===== config.mk =====
export PLATFORM = sky130hd
export DESIGN_NAME = dino_motion_ctrl
export DESIGN_NICKNAME = d
export VERILOG_FILES = /design/src/rtl/dino_pkg.sv /design/src/rtl/bcd_counter3.sv /design/src/rtl/dino_motion_ctrl.sv
export SDC_FILE = /design/constraint.sdc
export NUM_CORES = 1
export LEC_CHECK = 0
export BUFFER_PORTS_ARGS = -buffer_cell sky130_fd_sc_hd__buf_2
export CORE_MARGIN = 10
export CORE_UTILIZATION = 35
export CTS_BUF_LIST = sky130_fd_sc_hd__clkbuf_16
export CTS_CLUSTER_DIAMETER = 100
export DETAILED_ROUTE_END_ITERATION = 7
export SLEW_MARGIN = 5
export SYNTH_ARGS = -nofsm -noshare
export SYNTH_HDL_FRONTEND = slang
export SYNTH_SLANG_ARGS = --single-unit

===== constraint.sdc =====
create_clock -name clk -period 8.9 [get_ports clk]
set_input_delay 1.78 -clock clk [delete_from_list [all_inputs] [get_ports clk]]
set_output_delay 1.78 -clock clk [all_outputs]
set_load 0.01 [all_outputs]

===== src/rtl/dino_pkg.sv =====
// Shared dino runner types: FSM states, renderer pose codes and
// default motion constants.
package dino_pkg;

  typedef logic [2:0] state_t;

  localparam state_t S_IDLE = 3'd0;
  localparam state_t S_RUN  = 3'd1;
  localparam state_t S_JUMP = 3'd2;
  localparam state_t S_DUCK = 3'd3;
  localparam state_t S_DEAD = 3'd4;

  typedef logic [1:0] pose_t;

  localparam pose_t P_RUN  = 2'd0;
  localparam pose_t P_JUMP = 2'd1;
  localparam pose_t P_DUCK = 2'd2;
  localparam pose_t P_DEAD = 2'd3;

  localparam logic [7:0] DEF_GROUND_Y = 8'd168;
  localparam logic [6:0] DEF_JUMP_V0  = 7'd12;
  localparam logic [6:0] DEF_GRAVITY  = 7'd1;
  localparam logic [3:0] DEF_ANIM_DIV = 4'd6;

  // IDLE shares the RUN sprite.
  function automatic pose_t state_pose(state_t s);
    pose_t p;
    case (s)
      S_JUMP:  p = P_JUMP;
      S_DUCK:  p = P_DUCK;
      S_DEAD:  p = P_DEAD;
      default: p = P_RUN;
    endcase
    return p;
  endfunction

endpackage


===== src/rtl/bcd_counter3.sv =====
// Three-digit BCD up-counter with synchronous clear,
// saturating at 999.
module bcd_counter3 (
  input  logic        clk,
  input  logic        reset,
  input  logic        clr,
  input  logic        inc,
  output logic [11:0] q
);

  logic [11:0] r_q;
  logic        w_c0;
  logic        w_c1;
  logic        w_sat;

  assign w_sat = (r_q == 12'h999);
  assign w_c0  = (r_q[3:0] == 4'd9);
  assign w_c1  = w_c0 && (r_q[7:4] == 4'd9);

  always_ff @(posedge clk or posedge reset) begin
    if (reset) begin
      r_q <= 12'h000;
    end else if (clr) begin
      r_q <= 12'h000;
    end else if (inc && !w_sat) begin
      r_q[3:0] <= w_c0 ? 4'd0 : r_q[3:0] + 4'd1;
      if (w_c0)
        r_q[7:4] <= w_c1 ? 4'd0 : r_q[7:4] + 4'd1;
      if (w_c1)
        r_q[11:8] <= r_q[11:8] + 4'd1;
    end
  end

  assign q = r_q;

endmodule


===== src/rtl/dino_motion_ctrl.sv =====
// Frame-rate dino state engine: FSM, jump physics, run-leg phase
// and distance score, all refreshed at the frame boundary.
module dino_motion_ctrl
  import dino_pkg::*;
#(
  parameter logic [7:0] GROUND_Y = DEF_GROUND_Y,
  parameter logic [6:0] JUMP_V0  = DEF_JUMP_V0,
  parameter logic [6:0] GRAVITY  = DEF_GRAVITY,
  parameter logic [3:0] ANIM_DIV = DEF_ANIM_DIV
) (
  input  logic        clk,
  input  logic        reset,
  input  logic        frame_tick,
  input  logic        jump_req,
  input  logic        duck_hold,
  input  logic        hit,
  input  logic        restart,
  output logic [7:0]  dino_y,
  output logic [1:0]  pose,
  output logic [1:0]  leg,
  output logic        airborne,
  output logic [11:0] score_bcd,
  output logic        upd
);

  state_t      r_state;
  state_t      w_state_n;
  logic [7:0]  r_y;
  logic [7:0]  w_y_n;
  logic [6:0]  r_vel;
  logic [6:0]  w_vel_n;
  logic [1:0]  r_leg;
  logic [1:0]  w_leg_n;
  logic [3:0]  r_cnt;
  logic [3:0]  w_cnt_n;
  logic        r_pend;
  logic        r_upd;
  logic        w_upd_n;
  logic        w_sc_inc;
  logic        w_sc_clr;

  logic        w_live;
  logic        w_anim;
  logic        w_pend;
  logic        w_restart;
  logic        w_hit;
  logic        w_leg_step;

  logic signed [8:0] w_ynext;
  logic signed [8:0] w_ground;
  logic        w_vle0;
  logic [6:0]  w_dv;
  logic [6:0]  w_vdec;
  logic        w_ceil;
  logic        w_land;
  logic [7:0]  w_y_top;
  logic [6:0]  w_v_top;

  assign w_live = (r_state == S_RUN) ||
                  (r_state == S_JUMP) ||
                  (r_state == S_DUCK);
  assign w_anim = (r_state == S_RUN) ||
                  (r_state == S_DUCK);

  // A request in the tick cycle itself counts for that tick.
  assign w_pend    = r_pend | jump_req;
  assign w_restart = (r_state == S_DEAD) && restart;
  assign w_hit     = w_live && hit;

  assign w_leg_step = (r_cnt == ANIM_DIV - 4'd1);

  assign w_ynext  = $signed({1'b0, r_y}) -
                    $signed({{2{r_vel[6]}}, r_vel});
  assign w_ground = $signed({1'b0, GROUND_Y});

  // Fast fall once the dino is at or past the apex.
  assign w_vle0 = r_vel[6] || (r_vel == 7'd0);
  assign w_dv   = (duck_hold && w_vle0) ?
                  {GRAVITY[5:0], 1'b0} : GRAVITY;
  assign w_vdec = r_vel - w_dv;

  assign w_ceil = w_ynext[8];
  assign w_land = r_vel[6] && !w_ceil &&
                  (w_ynext >= w_ground);

  assign w_y_top = GROUND_Y - {1'b0, JUMP_V0};
  assign w_v_top = JUMP_V0 - GRAVITY;

  always_comb begin
    w_state_n = r_state;
    w_y_n     = r_y;
    w_vel_n   = r_vel;
    w_leg_n   = r_leg;
    w_cnt_n   = r_cnt;
    w_upd_n   = 1'b0;
    w_sc_inc  = 1'b0;
    w_sc_clr  = 1'b0;
    if (w_restart) begin
      w_state_n = S_IDLE;
      w_y_n     = GROUND_Y;
      w_vel_n   = 7'd0;
      w_leg_n   = 2'd0;
      w_cnt_n   = 4'd0;
      w_sc_clr  = 1'b1;
      w_upd_n   = 1'b1;
    end else if (w_hit) begin
      w_state_n = S_DEAD;
      w_vel_n   = 7'd0;
      w_upd_n   = 1'b1;
    end else if (frame_tick) begin
      w_upd_n  = 1'b1;
      w_sc_inc = w_live;
      if (w_anim) begin
        w_cnt_n = w_leg_step ? 4'd0 : r_cnt + 4'd1;
        if (w_leg_step)
          w_leg_n = (r_leg == 2'd2) ? 2'd0 : r_leg + 2'd1;
      end
      case (r_state)
        S_IDLE: begin
          if (w_pend)
            w_state_n = S_RUN;
        end
        S_RUN, S_DUCK: begin
          if (w_pend) begin
            w_state_n = S_JUMP;
            w_y_n     = w_y_top;
            w_vel_n   = w_v_top;
          end else begin
            w_state_n = duck_hold ? S_DUCK : S_RUN;
          end
        end
        S_JUMP: begin
          unique case (1'b1)
            w_ceil: begin
              w_y_n   = 8'd0;
              w_vel_n = 7'd0;
            end
            w_land: begin
              w_y_n     = GROUND_Y;
              w_vel_n   = 7'd0;
              w_state_n = duck_hold ? S_DUCK : S_RUN;
            end
            default: begin
              w_y_n   = w_ynext[7:0];
              w_vel_n = w_vdec;
            end
          endcase
        end
        default: ;
      endcase
    end
  end

  always_ff @(posedge clk or posedge reset) begin
    if (reset) begin
      r_state <= S_IDLE;
      r_y     <= GROUND_Y;
      r_vel   <= 7'd0;
      r_leg   <= 2'd0;
      r_cnt   <= 4'd0;
      r_upd   <= 1'b0;
      r_pend  <= 1'b0;
    end else begin
      r_state <= w_state_n;
      r_y     <= w_y_n;
      r_vel   <= w_vel_n;
      r_leg   <= w_leg_n;
      r_cnt   <= w_cnt_n;
      r_upd   <= w_upd_n;
      r_pend  <= frame_tick ? 1'b0 : w_pend;
    end
  end

  bcd_counter3 u_score (
    .clk   (clk),
    .reset (reset),
    .clr   (w_sc_clr),
    .inc   (w_sc_inc),
    .q     (score_bcd)
  );

  assign dino_y   = r_y;
  assign pose     = state_pose(r_state);
  assign leg      = r_leg;
  assign airborne = (r_state == S_JUMP);
  assign upd      = r_upd;

endmodule


# Word-level counts from Yosys, hierarchy flattened

Cells that the tools add are included.

Output and inout port bits: 26
Register bits after elaboration: 38
Input bits: 7

Reduce and logical (&&, ||, !) cells: 34
Equal/unequal tests: 14
$add $sub $neg: 7
Mux-type cells: 47
Magnitude comparators: 1
Bitwise gates (word level): 1

Operators by type and width:

| kind                                                      | count |
|---|---|
| two-way mux 4 bit                                         | 9 |
| two-way mux 7 bit                                         | 5 |
| two-way mux 8 bit                                         | 4 |
| case mux 8 bit (2 select lines)                           | 2 |
| two-way mux 12 bit                                        | 2 |
| two-way mux 2 bit                                         | 9 |
| adder 4 x 1 -> 4 bit (second input constant)              | 4 |
| two-way mux 3 bit                                         | 5 |
| case mux 7 bit (2 select lines)                           | 1 |
| equality test 12 bit (second input constant)              | 1 |
| AND reduction 4 bit                                       | 3 |
| nonzero test 2 bit                                        | 6 |
| greater-or-equal comparator 9 bit (second input constant) | 1 |
| case mux 3 bit (3 select lines)                           | 1 |
| subtractor 9 x 7 -> 9 bit                                 | 1 |
| equality test 4 bit (second input constant)               | 2 |
| two-way mux 1 bit                                         | 8 |
| != test 4 bit (second input constant)                     | 2 |
| logical AND 1 bit                                         | 7 |
| zero test 7 bit                                           | 1 |
| subtractor 7 x 2 -> 7 bit                                 | 1 |
| equality test 3 x 2 -> 1 bit (second input constant)      | 2 |
| case mux 2 bit (3 select lines)                           | 1 |
| AND reduction 3 bit                                       | 2 |
| other kinds (17)                                          | 24 |

# Longest topological paths before layout

Depth after elaboration: 10
Gate-level depth with buffers: 16
Depth with buffers taken out: 16

# Cells and area by module

Synthesis repeated with hierarchy kept, for this count alone.

Cell total of the unflattened synthesis: 285
Area total of the unflattened synthesis: 2,632.5 um2

Modules (own cells, without submodules):

| module           | sequential area each (um2) | cells each | area each (um2) | times used |
|---|---|---|---|---|
| dino_motion_ctrl | 654.4                      | 204        | 1,844.3         | 1 |
| bcd_counter3     | 300.3                      | 81         | 788.3           | 1 |

# Worst setup path before layout

Ideal clock, no wire load.

Kind: input -> register
Start point: input port duck_hold
End point: register r_vel[6]
Required time: 8.836 ns
Stages on the path: 7
Slack: 5.395 ns
Data arrival time: 3.441 ns
Path through: o21ai_0 > ha_1 > inv_1 > fa_1 > or4_1 > a211oi_1 > a21o_1

Word-level cells in the longest chain between the ends: 8

RTL lines:

| what                            | line                    | source |
|---|---|---|
| from (decl)                     | dino_motion_ctrl.sv:15  | `input logic duck_hold,` |
| logical AND 1 bit               | dino_motion_ctrl.sv:78  | `assign w_dv = (duck_hold && w_vle0) ?` |
| two-way mux 2 bit               | dino_motion_ctrl.sv:78  |  |
| subtractor 7 x 2 -> 7 bit       | dino_motion_ctrl.sv:80  | `assign w_vdec = r_vel - w_dv;` |
| two-way mux 7 bit               | dino_motion_ctrl.sv:133 | `unique case (1'b1)` |
| case mux 7 bit (2 select lines) | dino_motion_ctrl.sv:118 | `case (r_state)` |
| two-way mux 7 bit               | dino_motion_ctrl.sv:110 | `end else if (frame_tick) begin` |
| two-way mux 7 bit               | dino_motion_ctrl.sv:106 | `end else if (w_hit) begin` |
| two-way mux 7 bit               | dino_motion_ctrl.sv:98  | `if (w_restart) begin` |
| to (signal assigned)            | dino_motion_ctrl.sv:166 | `r_vel <= w_vel_n;` |
| to (decl)                       | dino_motion_ctrl.sv:30  | `logic [6:0] r_vel;` |

Every way passes these cells. The select of a mux whose other input is x is not followed.
A chain may end at the register's enable or synchronous reset.

# Final worst setup path

Start point: input port restart
End point: register r_vel[6]

Word-level cells in the longest chain between the ends: 3

RTL lines:

| what                                                         | line                   | source |
|---|---|---|
| from (decl)                                                  | dino_motion_ctrl.sv:17 | `input logic restart,` |
| logical AND 1 bit (*)                                        | dino_motion_ctrl.sv:67 | `assign w_restart = (r_state == S_DEAD) && restart;` |
| != test 4 bit (no source line), or another cell as far along | -                      |  |
| AND reduction 3 bit (no source line)                         | -                      |  |

Mark *: on every way between the ends. The rest lies on a longest branch, timed or not.

==> flow_metrics.env <==
export IMPL_tightest_slew_ps=1190
export IMPL_regArea_sq_um=955
export IMPL_ios=33
export IMPL_die_area_sq_mm=0.0113
export IMPL_critPathBufInv=1
export IMPL_ys_seq_area_share_pct=36.7
export IMPL_antenna_cells=0
export IMPL_r2r_slack_ps=5620
export IMPL_slowest_stage="and3_1"
export IMPL_finalSetupTns_ps=0
export IMPL_initialDrtViolationCount=79
export IMPL_grt_max_degree=39
export IMPL_netlist_instances=280
export IMPL_async_flop_share_pct=100
export IMPL_antenna_found_initial=0
export IMPL_root_buffer="clkbuf_16"
export IMPL_core_area_sq_mm=0.00725
export IMPL_grt_total_usage_pct=10.9
export IMPL_synth_flop_cell="dfrtp_1"
export IMPL_drt_first_pass_iters=4
export IMPL_reg2reg_to="r_vel[1]$_DFFE_PP0P_"
export IMPL_yosysWarnings=0
export IMPL_relSlewSlack_pct=20.2
export IMPL_critPathCaptureType="flip-flop"
export IMPL_grt_ovfl_total=0
export IMPL_power_leakage_nw=1.35
export IMPL_fmax_ghz=0.271
export IMPL_cts_buffers=5
export IMPL_min_path_cells=2
export IMPL_fin_crit_ps=3690
export IMPL_dpl_hpwl_mm=4.63
export IMPL_die_w_um=106
export IMPL_wirelength_mm=6.03
export IMPL_hold_violations=0
export IMPL_synthDistinctLibCells=61
export IMPL_whs_endpoint="dino_y[0]$_DFFE_PP0P_"
export IMPL_fin_skew_ps=6.74
export IMPL_slowest_delay_ps=660
export IMPL_setup_viol=0
export IMPL_syn_area_per_cell_sq_um=9.29
export IMPL_crit_chain="buf_2 > and3_1 > o31ai_1 > or4_1 > a211oi_1 > a21o_1"
export IMPL_die_h_um=106
export IMPL_multi_input_area_sq_mm=0.00154
export IMPL_cts_tree="done"
export IMPL_ys_seq_elements=38
export IMPL_insertion_delay_ps=280
export IMPL_avgViaCountPerCell=5.26
export IMPL_ir_worst_vdd_uv=108
export IMPL_worstHoldStart="dino_y[0]$_DFFE_PP0P_"
export IMPL_synth_area_leaders="dfrtp_1, ha_1, nor2_1"
export IMPL_grt_pass1_wl_mm=10.3
export IMPL_fin_nets=338
export IMPL_post_cts_buffers=0
export IMPL_cts_sinks=38
export IMPL_post_drt_wl_per_cell_um=14.6
export IMPL_ant_nets=0
export IMPL_clk_path_buf_depth=2
export IMPL_yosysTopAreaCell="dfrtp_1"
export IMPL_synth_net_count=304
export IMPL_io_buffers=32
export IMPL_r2r_cells=15
export IMPL_hold_buffers=0
export IMPL_crit_type="primary input to flip-flop"
export IMPL_r2r_start="r_vel[2]$_DFFE_PP0P_"
export IMPL_critPathRequiredTime_ps=9120
export IMPL_synth_edf_count=0
export IMPL_fillers=743
export IMPL_std_cell_rows=31
export IMPL_num_vias=2179
export IMPL_netlist_area_sq_mm=0.00260
export IMPL_outcome="completed"
export IMPL_start_util_pct=35.9
export IMPL_synth_common_cells="dfrtp_1, nor2_1, nand2_1"
export IMPL_cp_start_kind="primary input"
export IMPL_hold_path_class="flip-flop to flip-flop"
export IMPL_clkTransAtPathRegs_ps=60
export IMPL_synth_top_area_share_pct=33.7
export IMPL_post_cts_resized=0
export IMPL_p_per_area_mw_per_mm2=350
export IMPL_worst_slack_ps=5210
export IMPL_max_cap_viol_count=0
export IMPL_layout_drive_gt1_share_pct=20.3
export IMPL_synthMostInstantiatedCell="dfrtp_1"
export IMPL_cts_max_level=2
export IMPL_area_growth_pct=17.1
export IMPL_post_route_drc_count=0
export IMPL_cp_top_family="simple AND/OR/NAND/NOR gates"
export IMPL_pre_cts_ws_ps=4950
export IMPL_fin_crit_sh_pct=41.4
export IMPL_worst_endpoint_arrival_ps=3900
export IMPL_final_max_slew_viol_count=0
export IMPL_grt_setup_unrepaired="no"
export IMPL_gp_congestion=0.766
export IMPL_cp_max_fo=20
export IMPL_grt_pass1_vias=2123
flip-flops by register name (all words and copies together), names as in the netlist:
register / flops
u_score.q: 12
dino_y: 8
r_vel: 7
r_cnt: 4
r_state: 3
leg: 2
r_pend: 1
upd: 1
metal layers:
layer | GRT usage (%) | wire length, um
met1 | 13.6 | 2790
met4 | 4.55 | 117
met5 | 0 | 0
met3 | 2.84 | 302
met2 | 17.3 | 2820
cells by family after synthesis:
kind of cell | share of synthesized area, %
adder cells (fa/ha/maj) | 8.75
multiplexers | 1.20
XOR/XNOR | 4.38
AO/OA/AOI/OAI | 23.7
AND/OR/NAND/NOR | 21.1
buffers and inverters | 4.23
flip-flops | 36.7
placed cells by master (no fill, tap or decap), types with 3 or more instances in the layout:
cell / n
a221o_1: 3
a21oi_1: 13
nor3_1: 6
nand2b_1: 5
o21ai_0: 13
buf_2: 32
clkbuf_16: 5
nor2b_1: 9
inv_1: 20
o211ai_1: 5
o31ai_1: 7
dfstp_2: 3
nand3b_1: 5
a211oi_1: 4
nand2_1: 21
nand4_1: 3
nand3_1: 3
nor2_1: 24
dfrtp_1: 35
or3_1: 8
xnor2_1: 5
xor2_1: 8
ha_1: 15
or2_2: 5
a21o_1: 6
tightest hold or removal path: stages (launching register included):
cell	delay [ps]
dfrtp_1	350
nand2_1	60
o31ai_1	60
layout make-up:
| cell class | count | share of cell area (%) |
|---|---|---|
| Timing Repair Buffer | 33 | 5.50 |
| Sequential cell | 38 | 31.3 |
| Inverter | 20 | 2.46 |
| Clock buffer | 5 | 4.11 |
| Multi-Input combinational cell | 216 | 50.4 |
| Clock inverter | 3 | 2.09 |
| Tap cell | 99 | 4.07 |
power by group:
group	switching, mW	total (mW)	internal, mW
Clock	0.0704	0.230	0.160
Sequential	0.0754	0.307	0.232
Combinational	0.305	0.530	0.225
through the flow:
stage	hold WS, ps	area [sq um]	util (%)	power [mW]	cells
global route	537	3050	42.0	1.16	414
finish	503	3050	42.0	1.07	414
detailed placement	494	2860	39.4	0.844	406
CTS	509	3050	42.0	1.08	414
global placement	479	2860	39.4	0.835	406
floorplan	474	2600	-	0.705	280
how the worst max path moves through the flow:
stage	from	endpoint	slack (ps)	cells past startpoint
final	restart	r_vel[6]$_DFFE_PP0P_	5210	6
after global routing	restart	r_vel[6]$_DFFE_PP0P_	5050	6
after CTS	restart	r_vel[6]$_DFFE_PP0P_	5230	6
after detailed placement	restart	r_vel[6]$_DFFE_PP0P_	4950	6
after global placement	restart	r_vel[6]$_DFFE_PP0P_	5010	6
after floorplan	duck_hold	r_vel[6]$_DFFE_PP0P_	5400	7
No activity file was read; power rests on OpenSTA's default activity.
